<file path="src/rtl/bno055_i2c_if.sv">
// Open-drain I2C bus as seen by the BNO055 emulator: line levels in, SDA pull-down out.
interface bno055_i2c_if;
  logic scl;
  logic sda;
  logic sda_oe;

  modport master (output scl, sda, input sda_oe);
  modport slave  (input scl, sda, output sda_oe);
endinterface

</file>
<file path="src/rtl/bno055_i2c_target.sv">
// BNO055-compatible I2C target: CHIP_ID, OPR_MODE and a coherent Euler snapshot
// behind an auto-incrementing register pointer.
module bno055_i2c_target #(
  parameter logic [6:0] DEV_ADDR = 7'h28,
  parameter logic [7:0] CHIP_ID  = 8'hA0
) (
  input  logic        i_clk,
  input  logic        i_rst_n,
  bno055_i2c_if.slave bus,
  input  logic [15:0] i_heading,
  input  logic [15:0] i_roll,
  input  logic [15:0] i_pitch,
  output logic [3:0]  o_opr_mode,
  output logic        o_busy,
  output logic        o_wr_pulse
);

  typedef enum logic [3:0] {
    IDLE, ADDR, ADDR_ACK, PTR, PTR_ACK, WDATA, WDATA_ACK, RDATA, RACK, WAIT
  } state_t;

  logic scl_s1, scl_s2, scl_h, sda_s1, sda_s2, sda_h;
  logic scl_rise, scl_fall, start, stop, byte_done;

  state_t      state, state_n;
  logic [3:0]  cnt, cnt_n;
  logic [7:0]  shift, shift_n, ptr, ptr_n, tx, tx_n, rd;
  logic [47:0] snap, snap_n, live;
  logic [3:0]  mode, mode_n;
  logic        rw, rw_n, oe, oe_n, busy, busy_n, wr, wr_n;

  function automatic logic [7:0] reg_read(input logic [7:0] addr,
                                          input logic [47:0] eul,
                                          input logic [3:0] opr);
    case (addr)
      8'h00:   reg_read = CHIP_ID;
      8'h1A:   reg_read = eul[7:0];
      8'h1B:   reg_read = eul[15:8];
      8'h1C:   reg_read = eul[23:16];
      8'h1D:   reg_read = eul[31:24];
      8'h1E:   reg_read = eul[39:32];
      8'h1F:   reg_read = eul[47:40];
      8'h3D:   reg_read = {4'h0, opr};
      default: reg_read = 8'h00;
    endcase
  endfunction

  // Synchronizers reset to the idle-bus level so reset release never fakes an edge.
  always_ff @(posedge i_clk or negedge i_rst_n) begin
    if (!i_rst_n) begin
      {scl_s1, scl_s2, scl_h} <= 3'b111;
      {sda_s1, sda_s2, sda_h} <= 3'b111;
    end else begin
      // NOTE: non-blocking assignments make every flop sample the pre-edge value, forming a true shift chain.
      {scl_s1, scl_s2, scl_h} <= {bus.scl, scl_s1, scl_s2};
      {sda_s1, sda_s2, sda_h} <= {bus.sda, sda_s1, sda_s2};
    end
  end

  assign scl_rise  = scl_s2 & ~scl_h;
  assign scl_fall  = ~scl_s2 & scl_h;
  assign start     = scl_s2 & scl_h & sda_h & ~sda_s2;
  assign stop      = scl_s2 & scl_h & ~sda_h & sda_s2;
  assign byte_done = scl_fall && (cnt == 4'd8);
  assign live      = {i_pitch, i_roll, i_heading};

  always_ff @(posedge i_clk or negedge i_rst_n) begin
    if (!i_rst_n) begin
      state <= IDLE;
      cnt   <= '0;
      shift <= '0;
      ptr   <= '0;
      tx    <= '0;
      snap  <= '0;
      mode  <= '0;
      rw    <= 1'b0;
      oe    <= 1'b0;
      busy  <= 1'b0;
      wr    <= 1'b0;
    end else begin
      state <= state_n;
      cnt   <= cnt_n;
      shift <= shift_n;
      ptr   <= ptr_n;
      tx    <= tx_n;
      snap  <= snap_n;
      mode  <= mode_n;
      rw    <= rw_n;
      oe    <= oe_n;
      busy  <= busy_n;
      wr    <= wr_n;
    end
  end

  always_comb begin
    // NOTE: every output gets a default first so no path leaves a value unassigned (no latches).
    state_n = state;
    cnt_n   = cnt;
    shift_n = shift;
    ptr_n   = ptr;
    tx_n    = tx;
    snap_n  = snap;
    mode_n  = mode;
    rw_n    = rw;
    oe_n    = oe;
    busy_n  = busy;
    wr_n    = 1'b0;
    rd      = 8'h00;

    if (start) begin
      state_n = ADDR;
      cnt_n   = '0;
      oe_n    = 1'b0;
      busy_n  = 1'b0;
    end else if (stop) begin
      state_n = IDLE;
      cnt_n   = '0;
      oe_n    = 1'b0;
      busy_n  = 1'b0;
    end else begin
      if ((state == ADDR || state == PTR || state == WDATA) && scl_rise && cnt != 4'd8) begin
        shift_n = {shift[6:0], sda_s2};
        cnt_n   = cnt + 4'd1;
      end
      if (byte_done) cnt_n = '0;

      case (state)
        ADDR: if (byte_done) begin
          if (shift[7:1] == DEV_ADDR) begin
            oe_n    = 1'b1;
            busy_n  = 1'b1;
            rw_n    = shift[0];
            state_n = ADDR_ACK;
          end else begin
            state_n = WAIT;
          end
        end
        ADDR_ACK: if (scl_fall) begin
          if (!rw) begin
            oe_n    = 1'b0;
            state_n = PTR;
          end else begin
            snap_n  = live;
            rd      = reg_read(ptr, live, mode);
            tx_n    = rd;
            oe_n    = ~rd[7];
            cnt_n   = 4'd1;
            state_n = RDATA;
          end
        end
        PTR: if (byte_done) begin
          ptr_n   = shift;
          oe_n    = 1'b1;
          state_n = PTR_ACK;
        end
        PTR_ACK, WDATA_ACK: if (scl_fall) begin
          oe_n    = 1'b0;
          state_n = WDATA;
        end
        WDATA: if (byte_done) begin
          if (ptr == 8'h3D) mode_n = shift[3:0];
          wr_n    = 1'b1;
          ptr_n   = ptr + 8'd1;
          oe_n    = 1'b1;
          state_n = WDATA_ACK;
        end
        RDATA: if (scl_fall) begin
          if (cnt == 4'd8) begin
            oe_n    = 1'b0;
            cnt_n   = '0;
            state_n = RACK;
          end else begin
            oe_n  = ~tx[6];
            tx_n  = {tx[6:0], 1'b0};
            cnt_n = cnt + 4'd1;
          end
        end
        RACK: begin
          if (scl_rise) begin
            if (sda_s2) begin
              state_n = WAIT;
              busy_n  = 1'b0;
            end else begin
              ptr_n = ptr + 8'd1;
              cnt_n = 4'd1;
            end
          end else if (scl_fall && cnt == 4'd1) begin
            rd      = reg_read(ptr, snap, mode);
            tx_n    = rd;
            oe_n    = ~rd[7];
            state_n = RDATA;
          end
        end
        default: ;
      endcase
    end
  end

  assign bus.sda_oe = oe;
  assign o_opr_mode = mode;
  assign o_busy     = busy;
  assign o_wr_pulse = wr;

endmodule

</file>
<file path="src/flat_wrapper.sv">
// flat-port wrapper written by rule: the top's interface ports become plain ports
module bno055_i2c_target_flat 
#(
  parameter logic [6:0] DEV_ADDR = 7'h28,
  parameter logic [7:0] CHIP_ID  = 8'hA0
)
  (i_clk, i_rst_n, i_heading, i_roll, i_pitch, o_opr_mode, o_busy, o_wr_pulse, bus_scl, bus_sda, bus_sda_oe);
  bno055_i2c_if bus_i ();
  input  logic i_clk;
  input  logic i_rst_n;
  input  logic [15:0] i_heading;
  input  logic [15:0] i_roll;
  input  logic [15:0] i_pitch;
  output logic [3:0] o_opr_mode;
  output logic o_busy;
  output logic o_wr_pulse;
  input wire logic [$bits(bus_i.scl)-1:0] bus_scl;
  input wire logic [$bits(bus_i.sda)-1:0] bus_sda;
  output wire logic [$bits(bus_i.sda_oe)-1:0] bus_sda_oe;
  assign bus_i.scl = bus_scl;
  assign bus_i.sda = bus_sda;
  assign bus_sda_oe = bus_i.sda_oe;
  bno055_i2c_target #(.DEV_ADDR(DEV_ADDR), .CHIP_ID(CHIP_ID)) u_core (.i_clk(i_clk), .i_rst_n(i_rst_n), .bus(bus_i), .i_heading(i_heading), .i_roll(i_roll), .i_pitch(i_pitch), .o_opr_mode(o_opr_mode), .o_busy(o_busy), .o_wr_pulse(o_wr_pulse));
endmodule
</file>
<file path="config.mk">
export PLATFORM = sky130hd
export DESIGN_NAME = bno055_i2c_target_flat
export DESIGN_NICKNAME = d
export VERILOG_FILES = /design/src/rtl/bno055_i2c_if.sv /design/src/rtl/bno055_i2c_target.sv /design/src/flat_wrapper.sv
export SDC_FILE = /design/constraint.sdc
export NUM_CORES = 1
export LEC_CHECK = 0
export CAP_MARGIN = 20
export CORE_MARGIN = 3
export CORE_UTILIZATION = 61
export DETAILED_ROUTE_END_ITERATION = 10
export PLACE_DENSITY_LB_ADDON = 0.12
export SLEW_MARGIN = 20
export SYNTH_ARGS = -nofsm -noshare
export SYNTH_HDL_FRONTEND = slang
export SYNTH_SLANG_ARGS = --single-unit
</file>
<file path="constraint.sdc">
create_clock -name i_clk -period 7.35 [get_ports i_clk]
set_input_delay 1.1025 -clock i_clk [delete_from_list [all_inputs] [get_ports i_clk]]
set_output_delay 1.1025 -clock i_clk [all_outputs]
set_load 0.1 [all_outputs]
</file>
== Word level (Yosys, flattened, before mapping) ==
Index checks and enable logic that the tools add are counted.

* Register bits after elaboration: 93
* Bits in latches: 0
* Bits in writable memories: 0
* ROM bits: 0
* Input bits: 52
* Output and inout bits: 7
* Logic and storage cells: 174
* Memories kept: 0

* $add $sub $neg: 2
* Multipliers: 0
* Divide/modulo/power cells: 0
* $lt $le $gt $ge: 0
* Eq/ne operators: 44
* Shift-type cells: 0
* Muxes and demuxes: 72
* Bitwise gates (word level): 16
* Reductions and logical operators: 23

{| class="wikitable"
|+ Operator list
! cell !! number
|-
| $pmux W8 S8 || 2
|-
| $mux W8 || 14
|-
| $mux W4 || 23
|-
| $eq A8 B5 Y1 const B || 6
|-
| $ne A4 B1 Y1 const B || 11
|-
| $mux W7 || 6
|-
| $pmux W4 S7 || 1
|-
| $pmux W8 S3 || 1
|-
| $pmux W7 S3 || 1
|-
| $mux W1 || 20
|-
| $reduce_and A5 Y1 || 4
|-
| $reduce_and A9 Y1 || 2
|-
| $eq A4 B3 Y1 const B || 4
|-
| $ne A2 B1 Y1 const B || 7
|-
| $pmux W4 S3 || 1
|-
| $reduce_and A10 Y1 || 1
|-
| $not A1 Y1 || 9
|-
| $reduce_bool A9 Y1 || 1
|-
| $add A8 B1 Y8 const B || 1
|-
| $eq A4 B1 Y1 const B || 2
|-
| $eq A4 B2 Y1 const B || 2
|-
| $eq A4 B4 Y1 const B || 2
|-
| $eq A8 B6 Y1 const B || 1
|-
| $logic_not A8 Y1 || 1
|-
| other kinds (19) || 34
|}

== Depth between registers and ports, before layout ==
* Depth in word-level cells: 14
* Mapped depth: 10
* Mapped depth without buffers: 8

== Worst setup path after synthesis ==
Ideal clock, no wire load.

* Kind: register to register
* Start point: register u_core.ptr[0]
* End point: register u_core.tx[4]
* Setup time: 0.082 ns
* Arrival: 2.408 ns
* Required time: 7.268 ns
* Slack: 4.861 ns
* Stages on the path, launching flop included: 9
* Buffers on the path: 1
* Clock period less this slack: 2.489 ns
* Cells stage by stage: dfrtp_1 inv_1 ha_1 buf_2 or4b_4 or4_4 a311oi_4 a32oi_1 a31oi_1

* Longest elaborated chain between the ends: 10
* Elaborated cells between the ends (all ways): 25
* Those cells by class: eq/ne: 7; mux: 17; reduce/logical: 1

{| class="wikitable"
|+ RTL lines
! item !! RTL line !! RTL
|-
| from (decl) || bno055_i2c_target.sv:27 || <nowiki>logic [7:0] shift, shift_n, ptr, ptr_n, tx, tx_n, rd;</nowiki>
|-
| from (signal assigned) || bno055_i2c_target.sv:84 || <nowiki>ptr <= ptr_n;</nowiki>
|-
| $eq A8 B6 Y1 (tied with other cells) || bno055_i2c_target.sv:35 || <nowiki>case (addr)</nowiki>
|-
| $pmux W8 S8 || bno055_i2c_target.sv:35 ||
|-
| $mux W8, on equally long branches || bno055_i2c_target.sv:187, bno055_i2c_target.sv:139 ||
|-
| $mux W8, on equally long branches || bno055_i2c_target.sv:179, bno055_i2c_target.sv:138 ||
|-
| $mux W8 || bno055_i2c_target.sv:127 || <nowiki>case (state)</nowiki>
|-
| $mux W8 || bno055_i2c_target.sv:115 || <nowiki>end else if (stop) begin</nowiki>
|-
| $mux W8 || bno055_i2c_target.sv:110 || <nowiki>if (start) begin</nowiki>
|-
| $mux W7, on equally long branches || bno055_i2c_target.sv:187, bno055_i2c_target.sv:139 ||
|-
| $mux W7, on equally long branches || bno055_i2c_target.sv:179, bno055_i2c_target.sv:138 ||
|-
| $pmux W7 S3 (*) || bno055_i2c_target.sv:127 ||
|-
| to (signal assigned) || bno055_i2c_target.sv:85 || <nowiki>tx <= tx_n;</nowiki>
|-
| to (decl) || bno055_i2c_target.sv:27 ||
|}

Every way passes the cells marked *; elsewhere a longest branch is shown, timed or not. The select of a mux whose other input is x is not followed.
A chain may end at the register's enable or synchronous reset.

== Worst setup path in the final report ==
Ends and elaborated chain as after synthesis.

==> results.ini <==
[run_status]
outcome = finished, final reports clean

[synthesis]
syn_inst = 518
synth_area_per_cell_um2 = 10.2
yosys.area.top_type = dfrtp_1
syn_area_um2 = 5260
ys_warn_count = 0
synth_top_area_share_pct = 41.4
ys_types = 60
syn_nets = 577
ys_top_cells_by_area = dfrtp_1 (41%), mux2_2 (14%), mux2i_1 (4.0%)
ys.flop_type = dfrtp_1
ys_seq_area_share_pct = 44.4
synth_enable_flop_cells = 0
async_reset_ff_share_pct = 100
synth_seq_cells = 93

[sta]
slew_viol_final = 0
tns_ns = 0
relSlewSlack_pct = 34.5
worst_pin_slew_ns = 0.979
rsz0062_at_grt = no
fin_hold_ws_ns = 0.361
layout_min_cycle_time_ns = 3.16
finalSetupViolCount = 0
skew_ns = 0.0142
fmax_mhz = 316
post-route-period-util_pct = 43.0
hold_viol = 0

[critical_path]
crit_required_ns = 7.64
cpMaxStageDelayCell = ha_1
reg2reg_slack_ns = 4.19
cp-end-kind = flip-flop
critPathMaxFanout = 18
timing.rr.start = u_core.ptr[0]
slowest_delay_ns = 0.65
crit_arrival_ns = 3.45
r2r_end = u_core.tx[4]
path_cells = inv_1 > ha_1 > or4b_4 > or4_4 > a311oi_4 > a32oi_1 > a31oi_1
critPathBufInv = 1
crit_start = u_core.ptr[0]
reg2reg_depth = 7
critPathLaunchType = flip-flop
crit_family = simple AND/OR/NAND/NOR gates
crit_type = flip-flop to flip-flop

[layout]
multiInputGateArea_um2 = 2740
final_nets = 610
final_cell_mix = dfrtp_1 (87), mux2_2 (64), clkdlybuf4s50_1 (57)
fillCellCount = 591
seq_area_um2 = 2330
final_area_um2 = 6050
final_common_cell = dfrtp_1
drive_gt1_share_pct = 17.6
n_antenna_cell = 0
area_growth_pct = 15.1
final_cells = 661

[die]
core_area_um2 = 8300
die_x_um = 98.9
io_pins = 59
die_h_um = 98.9
initial_core_util_pct = 63.4
dieArea_um2 = 9770
row_count = 33

[clock_network]
clkLatencyLatePin_ns = 0.37
ctsHoldBuffers = 0
cts_tree = yes
cts.sinks = 93
cts_max_level = 3
cts_resized = 0
cts_setup_buffers = 0
clk_pin_slew_ns = 0.09
numCtsBuffers = 9
root_buffer = clkbuf_8
clock_path_buffers = 2

[power_and_ir_drop]
p_leak_nw = 2.37
pwr-share-clk_pct = 19.9
powerDensity_nw_per_um2 = 288
seqPwrFrac_pct = 42.5
peakVddDrop_v = 0.000234
internal-power_mw = 1.05
combPwrFrac_pct = 37.5
swShare_pct = 39.9
power.total_mw = 1.74
switching_power_mw = 0.694

[grt]
grt_use_met2_pct = 42.9
grt_max_degree = 55
grt_pass1_wl_mm = 22.5
grt.total_usage_pct = 28.8
grt_pass1_vias = 4364
top_usage_layer = met2
use_met1_pct = 42.1
grt-ovfl-total = 0
antenna_found_initial = 0
grtUsageMet3_pct = 7.01

[placement]
dp.final_hpwl_mm = 9.44
gp_congestion = 0.899
port_buffers = 58
post_dp_cell_area_um2 = 5850
place_inst = 645

[routing]
wl_per_cell_um = 20.7
ant_nets = 0
via_per_inst = 6.77
drt_iter0_drc = 361
first_pass_iters = 5
routed_wl_mm = 13.7
drc_errors = 0
vias = 4476

[run]
maxCapViolCount = 0

[min_path]
min_delay_path_depth = 0
hp-start = u_core.scl_s1
min_path_type = flip-flop to flip-flop
hold_end = u_core.scl_s2

[registers in the layout (all words and copies together), names as in the netlist, 4 cells and up]
signal	cells
u_core.snap	48
u_core.o_opr_mode	4
u_core.shift	8
u_core.cnt	4
u_core.state	4
u_core.tx	7
u_core.ptr	8
[routing by layer]
metal	vias up	routed length [µm]
met3	32	1110
met4	0	284
met2	236	6200
met5	-	0
li1	2014	-
met1	2194	6050
[synth_stat cells, types with 7 or more instances]
library cell and n:
a222oi_1 8, nor2b_1 7, inv_1 10, a31oi_1 17
a22oi_1 9, nand2_1 34, nor2_1 27, dfrtp_1 87
a21oi_1 27, ha_1 7, mux2i_1 21, nand3_1 21
clkbuf_1 27, buf_1 9, o22ai_1 12, o21ai_0 29
mux2_2 64
[kinds of logic after synthesis]
logic type	Yosys count	share of synthesized area (%)
simple gates	129	12.5
flops	93	44.4
mux	85	17.7
compound gates	150	19.4
buf+inv	52	3.95
fa+ha+maj	7	1.67
xor+xnor	2	0.333
[per-stage QoR]
| stage | util (%) | setup slack [ns] |
|---|---|---|
| global route | 72.9 | 4.04 |
| detailed placement | 70.5 | 4.23 |
| global placement | 70.5 | 4.33 |
| finish | 72.9 | 4.19 |
| floorplan | - | 4.86 |
| CTS | 72.8 | 4.24 |
[cell type report]
| cell class | instances | share of cell area, % |
|---|---|---|
| flip-flops and latches | 93 | 38.6 |
| multi-input cells | 373 | 45.2 |
| repair buffers | 63 | 10.2 |
| clock buffers | 11 | 2.17 |
| inverters | 11 | 0.682 |
| clock inverters | 5 | 1.01 |
| well taps | 105 | 2.17 |
[power by group through the flow]
stage / Clock [mW] / Combinational (mW) / Sequential [mW]
after floorplan: 0 / 0.515 / 0.683
after global placement: 0 / 0.621 / 0.736
after detailed placement: 0 / 0.640 / 0.740
after CTS: 0.354 / 0.642 / 0.731
after global routing: 0.370 / 0.719 / 0.755
final: 0.347 / 0.654 / 0.741
[worst max path at each step]
stage	endpoint	slack, ns	cells after the start
3_3_place_gp	u_core.tx[4]	4.33	7
6_report	u_core.tx[4]	4.19	7
4_1_cts	u_core.tx[4]	4.24	7
2_1_floorplan	u_core.tx[4]	4.86	8
5_1_grt	u_core.tx[4]	4.04	7
3_5_place_dp	u_core.tx[5]	4.23	7
No activity file was read; power rests on OpenSTA's default activity.
